==> config.mk <==
export PLATFORM = sky130hd
export DESIGN_NAME = axi_read_arbiter
export DESIGN_NICKNAME = d
export VERILOG_FILES = /design/src/rtl/axi_read_arbiter_pkg.sv /design/src/rtl/axi_read_arbiter_rr_arbiter2.sv /design/src/rtl/axi_read_arbiter.sv
export SDC_FILE = /design/constraint.sdc
export NUM_CORES = 1
export LEC_CHECK = 0
export CORE_AREA = 3 3 149 151
export CTS_CLUSTER_SIZE = 40
export DETAILED_ROUTE_END_ITERATION = 6
export DIE_AREA = 0 0 152 154
export PLACE_DENSITY = 0.54
export SYNTH_ARGS = -nofsm -noshare
export SYNTH_HDL_FRONTEND = slang
export SYNTH_SLANG_ARGS = --single-unit
==> constraint.sdc <==
create_clock -name clk -period 2.7 [get_ports clk]
set_clock_uncertainty 0.05 [all_clocks]
set_input_delay 0.54 -clock clk [delete_from_list [all_inputs] [get_ports clk]]
set_output_delay 0.54 -clock clk [all_outputs]
set_load 0.05 [all_outputs]
==> src/rtl/axi_read_arbiter_pkg.sv <==
// Shared types and constants for the AXI read arbiter.
// Burst shape and AR protection encodings live here.
package axi_rd_arb_pkg;

  typedef enum logic [1:0] {
    ST_IDLE = 2'd0,
    ST_ADDR = 2'd1,
    ST_DATA = 2'd2
  } state_e;

  localparam int          BURST_LEN    = 8;
  localparam logic [2:0]  ARSIZE_64    = 3'b011;
  localparam logic [1:0]  ARBURST_WRAP = 2'b10;
  localparam logic [2:0]  ARPROT_INSN  = 3'b100;
  localparam logic [2:0]  ARPROT_DATA  = 3'b000;

endpackage

==> src/rtl/axi_read_arbiter_rr_arbiter2.sv <==
// Two-way round-robin picker.
// Contested requests go to the port not granted last time.
module rr_arbiter2 (
  input  logic [1:0] req,
  input  logic       last_grant,
  output logic [1:0] grant
);

  // one-hot grant; both requesting favours the other port
  always_comb begin
    grant = 2'b00;
    if (req == 2'b11) begin
      grant = last_grant ? 2'b01 : 2'b10;
    end else begin
      grant = req;
    end
  end

endmodule

==> src/rtl/axi_read_arbiter.sv <==
// Shares one AXI read channel between fetch (0) and load (1).
// One 8-beat wrap burst in flight; beats steered to owner.
module axi_read_arbiter
  import axi_rd_arb_pkg::*;
#(
  parameter int ID_WIDTH   = 13,
  parameter int ADDR_WIDTH = 64,
  parameter int DATA_WIDTH = 64
) (
  input  logic                  clk,
  input  logic                  reset,
  input  logic [1:0]            req_valid,
  input  logic [ADDR_WIDTH-1:0] req_addr0,
  input  logic [ADDR_WIDTH-1:0] req_addr1,
  output logic [1:0]            req_ready,
  output logic [1:0]            resp_valid,
  output logic [DATA_WIDTH-1:0] resp_data,
  output logic [2:0]            resp_beat,
  output logic                  resp_last,
  output logic                  resp_err,
  output logic                  proto_err,
  output logic [ID_WIDTH-1:0]   m_axi_arid,
  output logic [ADDR_WIDTH-1:0] m_axi_araddr,
  output logic [7:0]            m_axi_arlen,
  output logic [2:0]            m_axi_arsize,
  output logic [1:0]            m_axi_arburst,
  output logic                  m_axi_arlock,
  output logic [3:0]            m_axi_arcache,
  output logic [2:0]            m_axi_arprot,
  output logic                  m_axi_arvalid,
  input  logic                  m_axi_arready,
  input  logic [ID_WIDTH-1:0]   m_axi_rid,
  input  logic [DATA_WIDTH-1:0] m_axi_rdata,
  input  logic [1:0]            m_axi_rresp,
  input  logic                  m_axi_rlast,
  input  logic                  m_axi_rvalid,
  output logic                  m_axi_rready
);

  state_e                 state_q, state_d;
  logic                   owner_q, owner_d;
  logic                   last_q, last_d;
  logic                   proto_q, proto_d;
  logic [2:0]             beat_q, beat_d;
  logic [ADDR_WIDTH-1:3]  addr_q, addr_d;
  logic [1:0]             grant;

  // single outstanding burst, so the returned ID carries no information
  logic unused_rid;
  assign unused_rid = ^m_axi_rid;

  rr_arbiter2 u_rr (
    .req        (req_valid),
    .last_grant (last_q),
    .grant      (grant)
  );

  assign resp_data = m_axi_rdata;
  assign resp_beat = beat_q;
  assign proto_err = proto_q;

  // state and datapath registers; fetch wins the first contest
  always_ff @(posedge clk or posedge reset) begin
    if (reset) begin
      state_q <= ST_IDLE;
      owner_q <= 1'b0;
      last_q  <= 1'b1;
      proto_q <= 1'b0;
      beat_q  <= 3'd0;
      addr_q  <= '0;
    end else begin
      state_q <= state_d;
      owner_q <= owner_d;
      last_q  <= last_d;
      proto_q <= proto_d;
      beat_q  <= beat_d;
      addr_q  <= addr_d;
    end
  end

  // next state, AR drive and R steering
  always_comb begin
    state_d       = state_q;
    owner_d       = owner_q;
    last_d        = last_q;
    proto_d       = proto_q;
    beat_d        = beat_q;
    addr_d        = addr_q;
    req_ready     = 2'b00;
    resp_valid    = 2'b00;
    resp_last     = 1'b0;
    resp_err      = 1'b0;
    m_axi_arid    = '0;
    m_axi_araddr  = '0;
    m_axi_arlen   = 8'd0;
    m_axi_arsize  = 3'd0;
    m_axi_arburst = 2'd0;
    m_axi_arlock  = 1'b0;
    m_axi_arcache = 4'd0;
    m_axi_arprot  = 3'd0;
    m_axi_arvalid = 1'b0;
    m_axi_rready  = 1'b0;
    unique case (state_q)
      ST_IDLE: begin
        if (|req_valid) begin
          req_ready = grant;
          owner_d   = grant[1];
          last_d    = grant[1];
          addr_d    = grant[1] ? req_addr1[ADDR_WIDTH-1:3]
                               : req_addr0[ADDR_WIDTH-1:3];
          state_d   = ST_ADDR;
        end
      end
      ST_ADDR: begin
        m_axi_arvalid = 1'b1;
        m_axi_arid    = {{(ID_WIDTH-1){1'b0}}, owner_q};
        m_axi_araddr  = {addr_q, 3'b000};
        m_axi_arlen   = 8'(BURST_LEN - 1);
        m_axi_arsize  = ARSIZE_64;
        m_axi_arburst = ARBURST_WRAP;
        m_axi_arprot  = owner_q ? ARPROT_DATA : ARPROT_INSN;
        if (m_axi_arready) begin
          beat_d  = 3'd0;
          state_d = ST_DATA;
        end
      end
      ST_DATA: begin
        m_axi_rready = 1'b1;
        if (m_axi_rvalid) begin
          resp_valid = owner_q ? 2'b10 : 2'b01;
          resp_last  = m_axi_rlast;
          resp_err   = (m_axi_rresp != 2'b00);
          beat_d     = beat_q + 3'd1;
          // rlast must coincide exactly with the eighth beat
          if (m_axi_rlast != (beat_q == 3'(BURST_LEN - 1))) begin
            proto_d = 1'b1;
          end
          if (m_axi_rlast) begin
            state_d = ST_IDLE;
          end
        end
      end
      default: begin
        state_d = ST_IDLE;
      end
    endcase
  end

endmodule
After elaboration in Yosys (flattened, before gate mapping)
Index checks and enable logic that the tools add are counted.
{ "word_totals": {"register_bits": 69, "input_bits": 214, "out_inout_bits": 174, "wordCells": 53} }
{ "classes": {"n_addsub": 1, "eq_ne": 9, "mux": 29, "reduce_logical": 8} }
{ "op_table": {"columns": ["cell", "count"], "rows": [
  ["2-to-1 mux 64 bit", 1],
  ["2-to-1 mux 61 bit", 1],
  ["2-to-1 mux 2 bit", 13],
  ["2-to-1 mux 3 bit", 5],
  ["inequality test 2 bit (second input constant)", 4],
  ["2-to-1 mux 1 bit", 7],
  ["one-hot mux 2 bit (3 select lines)", 1],
  ["one-hot mux 3 bit (2 select lines)", 1],
  ["AND reduction 3 bit", 2],
  ["== test 2 bit (second input constant)", 2],
  ["AND reduction 4 bit", 1],
  ["nonzero test 2 bit", 2],
  ["adder 3 x 1 -> 3 bit (second input constant)", 1],
  ["== test 3 bit (second input constant)", 1],
  ["== test 2 x 1 -> 1 bit (second input constant)", 1],
  ["zero test 2 bit", 1],
  ["AND reduction 2 bit", 1],
  ["OR reduction 2 bit", 1],
  ["inequality test 1 bit", 1]
]} }

Logic depth before layout (Yosys ltp)
Gate-level depths: netlist of run 1.
{ "depth": {"depth_word": 4, "depth_mapped": 6, "depth_no_buf": 4} }

Modules after synthesis
Synthesis of run 1 repeated with hierarchy kept, for this count alone.
{ "unflattened": {"cells_unflattened": 416, "hier_area_um2": 4820.9} }
{ "modules_own_cells": {"columns": ["module", "instances", "cells_per_inst", "area_per_inst_um2", "seq_area_each_um2"], "rows": [
  ["axi_read_arbiter", 1, 413, 4802.1, 1727.9],
  ["rr_arbiter2", 1, 3, 18.8, 0.0]
]} }

Worst setup path before layout of run 1
No wires, ideal clock.
{ "synth_timing": {"kind": "reg2out", "start": "register state_q[1]", "end": "output port m_axi_araddr[41]", "t_arrival_ns": 1.980, "required_time_ns": 2.110, "path_slack_ns": 0.130, "path_stages_with_launch": 6, "path_buffers": 2, "cell_sequence": "dfrtp_1 > buf_6 > nand2b_1 > inv_2 > clkbuf_1 > and2_1"} }
{ "synth_via": {"elab_chain_cells": 2} }
{ "synth_lines": {"columns": ["element", "line_no", "rtl"], "rows": [
  ["start: declaration", "axi_read_arbiter.sv:40", "state_e state_q, state_d;"],
  ["start signal: assignment", "axi_read_arbiter.sv:72", "state_q <= state_d;"],
  ["== test 2 x 1 -> 1 bit", "axi_read_arbiter.sv:103", "unique case (state_q)"],
  ["2-to-1 mux 64 bit", "axi_read_arbiter.sv:103", null],
  ["end: declaration", "axi_read_arbiter.sv:23", "output logic [ADDR_WIDTH-1:0] m_axi_araddr,"]
]} }
No other way between the ends.

Final worst setup path of run 1
{ "layout_timing": {"start": "register state_q[1]", "end": "output port m_axi_arprot[2]"} }
{ "layout_via": {"elab_chain_cells": 2} }
{ "layout_lines": {"columns": ["element", "line_no", "rtl"], "rows": [
  ["== test 2 x 1 -> 1 bit", "axi_read_arbiter.sv:103", null],
  ["2-to-1 mux 3 bit", "axi_read_arbiter.sv:103", null],
  ["end: declaration", "axi_read_arbiter.sv:29", "output logic [2:0] m_axi_arprot,"]
]} }
No other way between the ends.

==> impl_metrics.env, run 1 <==
export IMPL_status="completed"
export IMPL_hold_worst_slack_ns=0.414
export IMPL_post_dp_cell_area_um2=6860
export IMPL_synthDistinctLibCells=28
export IMPL_grt_max_degree=70
export IMPL_grt_pass1_wl_um=22700
export IMPL_biggest_cell_delay_along_the_critical_path_ns=0.82
export IMPL_worst_slack_ns=0.143
export IMPL_power_ir_vdd_worst_v=0.000572
export IMPL_numCtsBuffers=9
export IMPL_hold_buffers=0
export IMPL_routedWlPerCell_um=17.1
export IMPL_netlist_instances=428
export IMPL_worst_slew_pin_slew_ns=1.15
export IMPL_floorplan_core_area_um2=21000
export IMPL_critPathLaunchType="flop"
export IMPL_cts_post_setup_buffers_inserted=0
export IMPL_postSynthRegisterBits=69
export IMPL_power_mw=8.98
export IMPL_post_drt_via_cell_ratio=4.39
export IMPL_start_util_pct=21.2
export IMPL_synth_seq_area_share_pct=38.9
export IMPL_design_final_nets=772
export IMPL_max_cap_violations=0
export IMPL_hold_path_class="reg -> reg"
export IMPL_area_of_the_mapped_netlist_um2=4440
export IMPL_layout_core_utilization_pct=34.1
export IMPL_clock_root_buffer="clkbuf_16"
export IMPL_track_usage_pct=12.1
export IMPL_cts_path_max_buffers=2
export IMPL_drt_iter0_drc=176
export IMPL_cts_reportedPaths_clkPinSlew_ns=0.06
export IMPL_multi_input_area_um2=1800
export IMPL_synth_top_area_share_pct=38.4
export IMPL_finalInstanceArea_um2=7140
export IMPL_finalHoldViolations=0
export IMPL_die_area_um2=23400
export IMPL_synth_largest_area_cell="dfrtp_1"
export IMPL_worst_ep_required_time_ns=2.11
export IMPL_power_leakage_nw=2.97
export IMPL_setup_violations=0
export IMPL_port_buffers=211
export IMPL_grt_pass1_vias=3952
export IMPL_grt_antenna_before_repair=0
export IMPL_clock_sinks=69
export IMPL_yosysWarningCount=0
export IMPL_place_detailed_hpwl_um=10300
export IMPL_die_h_um=154
export IMPL_rsz0062_at_grt="false"
export IMPL_gp_routability_congestion=0.755
export IMPL_n_fill_cell=2142
export IMPL_drt_pre_antenna_iters=4
export IMPL_path_cells="nand2b_1 -> nor2_1 -> clkdlybuf4s50_1"
export IMPL_seqCellArea_um2=1730
export IMPL_detail_route_wirelength_um=14300
export IMPL_cts_tree="done"
export IMPL_setup_worst_path_class="reg -> out"
export IMPL_routed_via_count=3668
export IMPL_final_layout_size_suffix_gt1_share_pct=18.9
export IMPL_endpoint_kind="output port"
export IMPL_slowest_stage="clkdlybuf4s50_1"
export IMPL_clk_latency_ns=0.33
export IMPL_ant_nets=0
export IMPL_period_needed_ns=2.56
export IMPL_critical_path_arrival_ns=1.97
export IMPL_rows=53
export IMPL_total_overflow_reported_by_the_global_router=0
export IMPL_power_internal_mw=5.02
export IMPL_final_min_period_over_clock_period_pct=94.7
export IMPL_synth_area_leaders="dfrtp_1 38%, buf_4 17%, a221o_1 14%"
export IMPL_ioPinCount=388
export IMPL_p_sw_mw=3.96
export IMPL_antenna_diode_count=0
export IMPL_syn_mean_instance_area_um2=10.4
export IMPL_drc=0
export IMPL_cts_resized=0
export IMPL_share_clk_of_total_power_pct=12.2
export IMPL_power_share_combinational_pct=67.7
export IMPL_cp_max_fo=10
export IMPL_power_share_switching_pct=44.1
export IMPL_clock_tree_htree_level_count=3
export IMPL_seqPwrFrac_pct=20.0
export IMPL_die_w_um=152
export IMPL_powerDensity_nw_per_um2=1260
export IMPL_areaGrowthSynthToFinish_pct=60.8
export IMPL_max_slew_margin_pct=23.4
export IMPL_place_ws_ns=-0.100
export IMPL_fmaxAchievable_mhz=391
export IMPL_slew_viol_final=0
[sequential cells by signal, indices dropped and copies added (netlist names)]
name / count
addr_q: 61
resp_beat: 3
state_q: 2
last_q: 1
owner_q: 1
proto_err: 1
[cells in the final DEF, fill, tap and decap left out, types with 6 or more instances in the layout]
master and instances:
a221o_1 61, and2_1 64, buf_12 78, buf_4 8
clkbuf_16 9, clkdlybuf4s50_1 136, conb_1 29, dfrtp_1 68
nor2_1 6, o21a_1 61
[final timing paths]
check / slack [ns] / start / cells past startpoint / to
worst max-delay path: 0.14 / state_q[1]$_DFFE_PP0P_ / 3 / m_axi_arprot[2]
worst min-delay path: 0.41 / proto_err$_DFFE_PP0P_ / 1 / proto_err$_DFFE_PP0P_
worst max register to register: 0.71 / state_q[0]$_DFFE_PP0P_ / 4 / addr_q[52]$_DFFE_PP0P_
worst min register to register: 0.41 / proto_err$_DFFE_PP0P_ / 1 / proto_err$_DFFE_PP0P_
max in group asynchronous: 1.69 / reset / 3 / last_q$_DFFE_PP1P_
min in group asynchronous: 0.57 / reset / 3 / addr_q[33]$_DFFE_PP0P_
[metrics by stage]
step / instances / setup TNS (ns)
2_1_floorplan: 456 / 0
3_3_place_gp: 820 / -0.872
3_5_place_dp: 820 / -1.27
4_1_cts: 836 / 0
5_1_grt: 836 / 0
6_report: 836 / 0
[cell families after synthesis]
logic type	count (synthesis)	share of synthesized area, %
other	1	0.0845
XOR/XNOR	1	0.197
AO/OA/AOI/OAI	132	25.4
flip-flops	69	38.9
buffers and inverters	136	23.1
AND/OR/NAND/NOR	87	11.6
adder cells (fa/ha/maj)	2	0.564
[routing by layer]
metal | global-route usage, % | part of all wire [%]
met3 | 4.48 | 8.2
met2 | 20.0 | 50
met1 | 14.4 | 40
met4 | 4.28 | 1.9
met5 | 0 | 0
[worst max-delay path: cells and delay by family, from the launching register on]
family        cells  cell delay, ns
buf+inv           1            0.82
simple gates      2            0.35
flops             1            0.46
[Yosys cell counts]
master,n
buf_4,99
o21a_1,61
buf_6,9
a221o_1,61
dfstp_2,1
nand2_1,5
xor2_1,1
buf_8,6
or2_1,1
a21o_1,3
buf_2,7
conb_1,1
a21oi_1,1
nor2b_1,1
o21ai_0,5
nand3b_1,2
clkbuf_1,12
nand3_1,2
nor2_1,7
ha_1,2
and3_1,2
nand2b_1,2
inv_2,1
dfrtp_1,68
inv_1,2
and2_1,64
a211oi_1,1
and3b_1,1
[power groups by stage]
stage / Clock, mW / Sequential [mW] / Combinational [mW]
2_1_floorplan: 0 / 1.79 / 3.96
3_3_place_gp: 0 / 1.80 / 6.08
3_5_place_dp: 0 / 1.82 / 6.13
4_1_cts: 1.16 / 1.80 / 6.16
5_1_grt: 1.19 / 1.87 / 6.40
6_report: 1.10 / 1.80 / 6.08
[area by class of cell]
cell class,instances,share of cell area (%)
repair buffers,222,41.8
multi-input cells,251,25.2
flip-flops and latches,69,24.2
well taps,275,4.82
clock buffers,13,3.51
clock inverters,3,0.298
inverters,3,0.158
Power figures use the tool's default switching activity.
==> inputs of run 2 (changes only) <==
--- a/config.mk
+++ b/config.mk
@@ -5,11 +5,11 @@
 export SDC_FILE = /design/constraint.sdc
 export NUM_CORES = 1
 export LEC_CHECK = 0
-export CORE_AREA = 3 3 149 151
+export CORE_AREA = 3 3 151 153
 export CTS_CLUSTER_SIZE = 40
 export DETAILED_ROUTE_END_ITERATION = 6
-export DIE_AREA = 0 0 152 154
-export PLACE_DENSITY = 0.54
+export DIE_AREA = 0 0 154 156
+export PLACE_DENSITY = 0.53
 export SYNTH_ARGS = -nofsm -noshare
 export SYNTH_HDL_FRONTEND = slang
 export SYNTH_SLANG_ARGS = --single-unit
==> constraint.sdc (replaced) <==
create_clock -name clk -period 3.1 [get_ports clk]
set_clock_uncertainty 0.05 [all_clocks]
set_input_delay 0.62 -clock clk [delete_from_list [all_inputs] [get_ports clk]]
set_output_delay 0.62 -clock clk [all_outputs]
set_load 0.05 [all_outputs]
==> run 2 against run 1 <==
Compared with the run above:
- clock-buffer cell count grew 2
- design area decreased by 0.65%
- clock power is essentially flat
- routed wire length grew 4.3%
- sequential cell count unchanged
- critical endpoint is now m_axi_araddr[35]
- total power shrank 12%
- largest power group unchanged
- critical path depth up 2
- critical path type unchanged
==> impl_metrics.env, run 2 (synthesized netlist as in run 1, its figures left out) <==
export IMPL_status="completed"
export IMPL_finalHoldViolations=0
export IMPL_place_detailed_hpwl_um=10700
export IMPL_r2r_start="state_q[0]$_DFFE_PP0P_"
export IMPL_setup_violations=0
export IMPL_post_drt_via_cell_ratio=4.35
export IMPL_drc=0
export IMPL_end_of_the_worst_register_to_register_path="addr_q[17]$_DFFE_PP0P_"
export IMPL_ioPinCount=388
export IMPL_timing_hold_worst_endpoint="proto_err$_DFFE_PP0P_"
export IMPL_power_share_switching_pct=43.9
export IMPL_final_layout_size_suffix_gt1_share_pct=18.6
export IMPL_port_buffers=211
export IMPL_ant_nets=0
export IMPL_crit_family="buffers and inverters"
export IMPL_hold_path_depth=1
export IMPL_drt_pre_antenna_iters=6
export IMPL_power_leakage_nw=2.96
export IMPL_routedWlPerCell_um=17.8
export IMPL_grt_max_degree=43
export IMPL_worst_ep_required_time_ns=2.43
export IMPL_p_sw_mw=3.47
export IMPL_die_h_um=156
export IMPL_final_min_period_over_clock_period_pct=86.4
export IMPL_drt_iter0_drc=145
export IMPL_critical_path_arrival_ns=2.01
export IMPL_floorplan_core_area_um2=21700
export IMPL_power_mw=7.91
export IMPL_setup_worst_path_class="reg -> out"
export IMPL_powerDensity_nw_per_um2=1120
export IMPL_routed_via_count=3653
export IMPL_design_final_nets=770
export IMPL_detail_route_wirelength_um=14900
export IMPL_cp_max_fo=42
export IMPL_largest_register_ffs=61
export IMPL_hold_buffers=0
export IMPL_n_fill_cell=2186
export IMPL_mostFrequentLayoutCells="136 x clkdlybuf4s50_1, 72 x buf_12, 68 x dfrtp_1"
export IMPL_max_slew_margin_pct=35.9
export IMPL_clock_sinks=69
export IMPL_layout_cells_non_filler=839
export IMPL_clock_root_buffer="clkbuf_16"
export IMPL_hold_path_class="reg -> reg"
export IMPL_power_internal_mw=4.44
export IMPL_antenna_diode_count=0
export IMPL_total_overflow_reported_by_the_global_router=0
export IMPL_grt_antenna_before_repair=0
export IMPL_grt_pass1_vias=3787
export IMPL_mostFrequentLayoutCell="clkdlybuf4s50_1"
export IMPL_rows=54
export IMPL_start_util_pct=20.5
export IMPL_worst_slack_ns=0.422
export IMPL_track_usage_pct=11.9
export IMPL_slew_viol_final=0
export IMPL_max_cap_violations=0
export IMPL_die_area_um2=24000
export IMPL_share_clk_of_total_power_pct=13.7
export IMPL_post_dp_cell_area_um2=6780
export IMPL_biggest_cell_delay_along_the_critical_path_ns=0.47
export IMPL_cts_post_setup_buffers_inserted=0
export IMPL_seqPwrFrac_pct=19.8
export IMPL_power_share_combinational_pct=66.5
export IMPL_critPathBufInv=3
export IMPL_cts_reportedPaths_clkPinSlew_ns=0.06
export IMPL_clk_latency_ns=0.33
export IMPL_grt_pass1_wl_um=22100
export IMPL_fmaxAchievable_mhz=373
export IMPL_power_ir_vdd_worst_v=0.000373
export IMPL_reg2reg_setup_slack_ns=0.90
export IMPL_timing_hold_worst_start="proto_err$_DFFE_PP0P_"
export IMPL_finalInstanceArea_um2=7090
export IMPL_critPathLaunchType="flop"
export IMPL_path_cells="nand2b_1 -> inv_2 -> buf_4 -> and2_1 -> buf_12"
export IMPL_endpoint_kind="output port"
export IMPL_die_w_um=154
export IMPL_cts_path_max_buffers=2
export IMPL_numCtsBuffers=9
export IMPL_period_needed_ns=2.68
export IMPL_cts_resized=0
export IMPL_r2r_cells=4
export IMPL_areaGrowthSynthToFinish_pct=59.8
export IMPL_crit_path_start="state_q[1]$_DFFE_PP0P_"
export IMPL_cts_tree="done"
export IMPL_post_place_cells=823
export IMPL_place_ws_ns=0.357
export IMPL_rsz0062_at_grt="false"
export IMPL_gp_routability_congestion=0.762
export IMPL_registers_top_by_ff_count="addr_q"
export IMPL_clock_tree_htree_level_count=3
export IMPL_worst_slew_pin_slew_ns=0.962
export IMPL_slowest_stage="dfrtp_1"
export IMPL_fin_tns_setup_ns=0
## run 2: cell count changes in the layout (fill, tap and decap cells not counted), sizes merged
cell / previous run / this run
buf: 86 / 84
clkbuf: 13 / 15
bufinv: 0 / 1
clkinv: 2 / 1
clkinvlp: 1 / 0
inv: 3 / 2
## run 2: cell type report
class	count	area, um^2	share of cell area [%]
clock buffer	15	278	3.92
multi-input combinational	251	1800	25.4
inverter	3	12.5	0.176
timing repair buffer	220	2890	40.8
sequential	69	1730	24.4
clock inverter	1	30.0	0.424
tap	280	350	4.94
## run 2: how the worst max path moves through the flow
stage	endpoint	slack (ns)	depth (start not counted)
final	m_axi_araddr[35]	0.42	5
after global routing	m_axi_araddr[54]	0.29	5
after CTS	m_axi_araddr[31]	0.38	5
after detailed placement	addr_q[59]$_DFFE_PP0P_	0.36	5
after global placement	addr_q[63]$_DFFE_PP0P_	0.37	5
after floorplan	m_axi_araddr[41]	0.45	5
## run 2: power by group through the flow
stage,registers [mW],clock network (mW),logic [mW]
after CTS,1.57,1.13,5.35
after floorplan,1.56,0,3.45
final,1.57,1.08,5.26
after global routing,1.62,1.18,5.53
after global placement,1.56,0,5.29
after detailed placement,1.58,0,5.33
## run 2: layer usage
metal  track usage (%)  up-vias  wire length, um
met5                 0        -                0
met1              13.6     1791             5890
met3              2.69       33              994
met2              20.7      178             7610
met4              6.35        0              444
li1                  -     1651                -
## run 2: through the flow
stage	util (%)	hold WS [ns]
global route	32.7	0.427
floorplan	-	0.448
finish	32.7	0.418
global placement	31.3	0.396
detailed placement	31.3	0.405
CTS	32.7	0.421
## run 2: worst reg2reg max path, cell delays in order, from the launching register on
cell     delay [ns]
dfrtp_1        0.46
or2_2          0.69
buf_4          0.39
o21a_1         0.23
a221o_1        0.26
==> inputs of run 3 (changes only) <==
--- a/config.mk
+++ b/config.mk
@@ -9,7 +9,9 @@
 export CTS_CLUSTER_SIZE = 40
 export DETAILED_ROUTE_END_ITERATION = 6
 export DIE_AREA = 0 0 154 156
-export PLACE_DENSITY = 0.53
+export PLACE_DENSITY = 0.55
 export SYNTH_ARGS = -nofsm -noshare
 export SYNTH_HDL_FRONTEND = slang
+export SYNTH_HIERARCHICAL = 1
 export SYNTH_SLANG_ARGS = --single-unit
+export TNS_END_PERCENT = 30
==> run 3 against run 2 <==
Compared with the run above:
- combinational power down 12%
- register-to-register slack better by 0.33 ns
- die area unchanged
- global-route usage down 1.8 points
- clock power up 4%
- non-clock buffer count down 3
==> impl_metrics.env, run 3 <==
export IMPL_status="completed"
export IMPL_routed_wl_met2_um=6460
export IMPL_area_of_the_mapped_netlist_um2=4820
export IMPL_postSynthRegisterBits=69
export IMPL_die_area_um2=24000
export IMPL_slew_viol_final=0
export IMPL_synth_area_leaders="dfrtp_1 35%, mux2_2 20%, buf_4 16%"
export IMPL_grt_max_degree=61
export IMPL_period_needed_ns=2.93
export IMPL_synthDistinctLibCells=27
export IMPL_dr_max_layer_used="met4"
export IMPL_hold_path_depth=1
export IMPL_netlist_instances=416
export IMPL_hold_worst_slack_ns=0.435
export IMPL_n_fill_cell=2210
export IMPL_clock_tree_htree_level_count=3
export IMPL_final_min_period_over_clock_period_pct=94.4
export IMPL_design_final_nets=767
export IMPL_power_share_combinational_pct=62.5
export IMPL_yosysWarningCount=6
export IMPL_layout_core_utilization_pct=31.2
export IMPL_layout_cells_non_filler=836
export IMPL_registers_top_by_ff_count="addr_q"
export IMPL_power_leakage_nw=2.94
export IMPL_multi_input_area_um2=2280
export IMPL_fmaxAchievable_mhz=342
export IMPL_place_ws_ns=0.415
export IMPL_post_synth_edffs=0
export IMPL_die_w_um=154
export IMPL_antenna_diode_count=0
export IMPL_clock_root_buffer="clkbuf_16"
export IMPL_finalHoldViolations=0
export IMPL_areaGrowthSynthToFinish_pct=40.4
export IMPL_endpoint_kind="output port"
export IMPL_end_of_the_worst_register_to_register_path="addr_q[43]$_DFFE_PP0P_"
export IMPL_synth_seq_area_share_pct=35.8
export IMPL_grt_antenna_before_repair=0
export IMPL_fin_tns_setup_ns=0
export IMPL_floorplan_core_area_um2=21700
export IMPL_worst_slack_ns=0.174
export IMPL_port_buffers=211
export IMPL_r2r_start="last_q$_DFFE_PP1P_"
export IMPL_reg2reg_setup_slack_ns=1.23
export IMPL_share_clk_of_total_power_pct=15.2
export IMPL_seqPwrFrac_pct=22.3
export IMPL_place_detailed_hpwl_um=9500
export IMPL_track_usage_pct=10.1
export IMPL_critical_path_arrival_ns=2.26
export IMPL_critPathLaunchType="flop"
export IMPL_power_share_switching_pct=46.1
export IMPL_clock_sinks=69
export IMPL_cts_reportedPaths_clkPinSlew_ns=0.06
export IMPL_rsz0062_at_grt="false"
export IMPL_syn_mean_instance_area_um2=11.6
export IMPL_numCtsBuffers=9
export IMPL_detail_route_wirelength_um=12500
export IMPL_post_synth_most_frequent_cells="101 x buf_4, 87 x mux2_2, 68 x dfrtp_1"
export IMPL_timing_hold_worst_start="proto_err$_DFFE_PP0P_"
export IMPL_mostFrequentLayoutCells="143 x clkdlybuf4s50_1, 87 x mux2_2, 68 x dfrtp_1"
export IMPL_final_layout_size_suffix_gt1_share_pct=39.4
export IMPL_cts_path_max_buffers=2
export IMPL_setup_violations=0
export IMPL_hold_path_class="reg -> reg"
export IMPL_drt_pre_antenna_iters=2
export IMPL_met1_length_um=4440
export IMPL_timing_hold_worst_endpoint="proto_err$_DFFE_PP0P_"
export IMPL_worst_slew_pin_slew_ns=0.668
export IMPL_hold_buffers=0
export IMPL_synth_async_sr_flop_share_pct=100
export IMPL_route_met3_wl_um=1170
export IMPL_yosys_most_used_dff="dfrtp_1"
export IMPL_synth_top_area_share_pct=35.3
export IMPL_power_ir_vdd_worst_v=0.000432
export IMPL_max_cap_violations=0
export IMPL_grt_pass1_wl_um=19300
export IMPL_power_internal_mw=3.99
export IMPL_finalInstanceArea_um2=6770
export IMPL_mostFrequentLayoutCell="clkdlybuf4s50_1"
export IMPL_die_h_um=156
export IMPL_rows=54
export IMPL_gp_routability_congestion=0.700
export IMPL_max_slew_margin_pct=55.4
export IMPL_cp_max_fo=17
export IMPL_total_overflow_reported_by_the_global_router=0
export IMPL_synthMostInstantiatedCell="buf_4"
export IMPL_largest_register_ffs=61
export IMPL_powerDensity_nw_per_um2=1090
export IMPL_drc=0
export IMPL_clk_latency_ns=0.33
export IMPL_routed_via_count=3337
export IMPL_ant_nets=0
export IMPL_post_drt_via_cell_ratio=3.99
export IMPL_start_util_pct=22.2
export IMPL_routedWlPerCell_um=14.9
export IMPL_ioPinCount=388
export IMPL_setup_worst_path_class="reg -> out"
export IMPL_post_dp_cell_area_um2=6440
export IMPL_drt_iter0_drc=80
export IMPL_cts_tree="done"
export IMPL_post_place_cells=820
export IMPL_r2r_cells=4
export IMPL_worst_ep_required_time_ns=2.43
export IMPL_p_sw_mw=3.40
export IMPL_power_mw=7.39
export IMPL_synth_largest_area_cell="dfrtp_1"
export IMPL_grt_pass1_vias=3606
export IMPL_seqCellArea_um2=1730
[run 3: cell types whose count changed after synthesis, sizes merged, moves of 5 or more]
cell	previous run	this run
a221o	61	0
mux2	0	124
o21ai	5	0
o21a	61	0
buf	121	116
clkbuf	12	5
[run 3: worst max-delay path by stage]
stage / endpoint / cells past startpoint / start
final: m_axi_arsize[1] / 3 / state_q[1]$_DFFE_PP0P_
after global routing: m_axi_araddr[18] / 5 / state_q[1]$_DFFE_PP0P_
after detailed placement: m_axi_arlen[2] / 3 / state_q[1]$_DFFE_PP0P_
after CTS: m_axi_arlen[2] / 3 / state_q[1]$_DFFE_PP0P_
after global placement: m_axi_arsize[1] / 3 / state_q[1]$_DFFE_PP0P_
after floorplan: resp_last / 3 / state_q[1]$_DFFE_PP0P_
[run 3: kinds of logic after synthesis]
| family | share of synthesized area, % |
|---|---|
| other | 0.0778 |
| adder cells (fa/ha/maj) | 0.519 |
| flip-flops | 35.8 |
| XOR/XNOR | 0.182 |
| AO/OA/AOI/OAI | 1.40 |
| multiplexers | 32.1 |
| AND/OR/NAND/NOR | 10.6 |
| buffers and inverters | 19.3 |
[run 3: power by group through the flow]
stage                     logic (mW)  clock network (mW)  registers (mW)
after floorplan                 3.71                   0            1.62
after CTS                       4.71                1.18            1.65
after global routing            4.88                1.21            1.72
after detailed placement        4.69                   0            1.66
final                           4.62                1.12            1.64
after global placement          4.67                   0            1.64
[run 3: what timing repair did]
action | CTS | global route
endpoints found under the setup margin | 0 | 48
buffers inserted | 0 | 0
gates resized for setup | 0 | 1
[run 3: critical path, stage by stage (launching register included)]
cell and delay (ns):
dfrtp_1 0.53, nand2b_1 0.25, clkinvlp_4 0.31, clkdlybuf4s50_1 0.82
[run 3: routing by layer]
metal | track usage (%) | vias to the layer above
met4 | 3.99 | 0
met1 | 10.2 | 1604
li1 | - | 1524
met3 | 4.58 | 47
met2 | 18.1 | 162
met5 | 0 | -
[run 3: area by class of cell]
class	count	area share, %
inverters	3	0.222
clock buffers	9	3.33
clock inverters	7	1.44
repair buffers	217	30.7
flip-flops and latches	69	25.5
well taps	280	5.18
multi-input cells	251	33.6
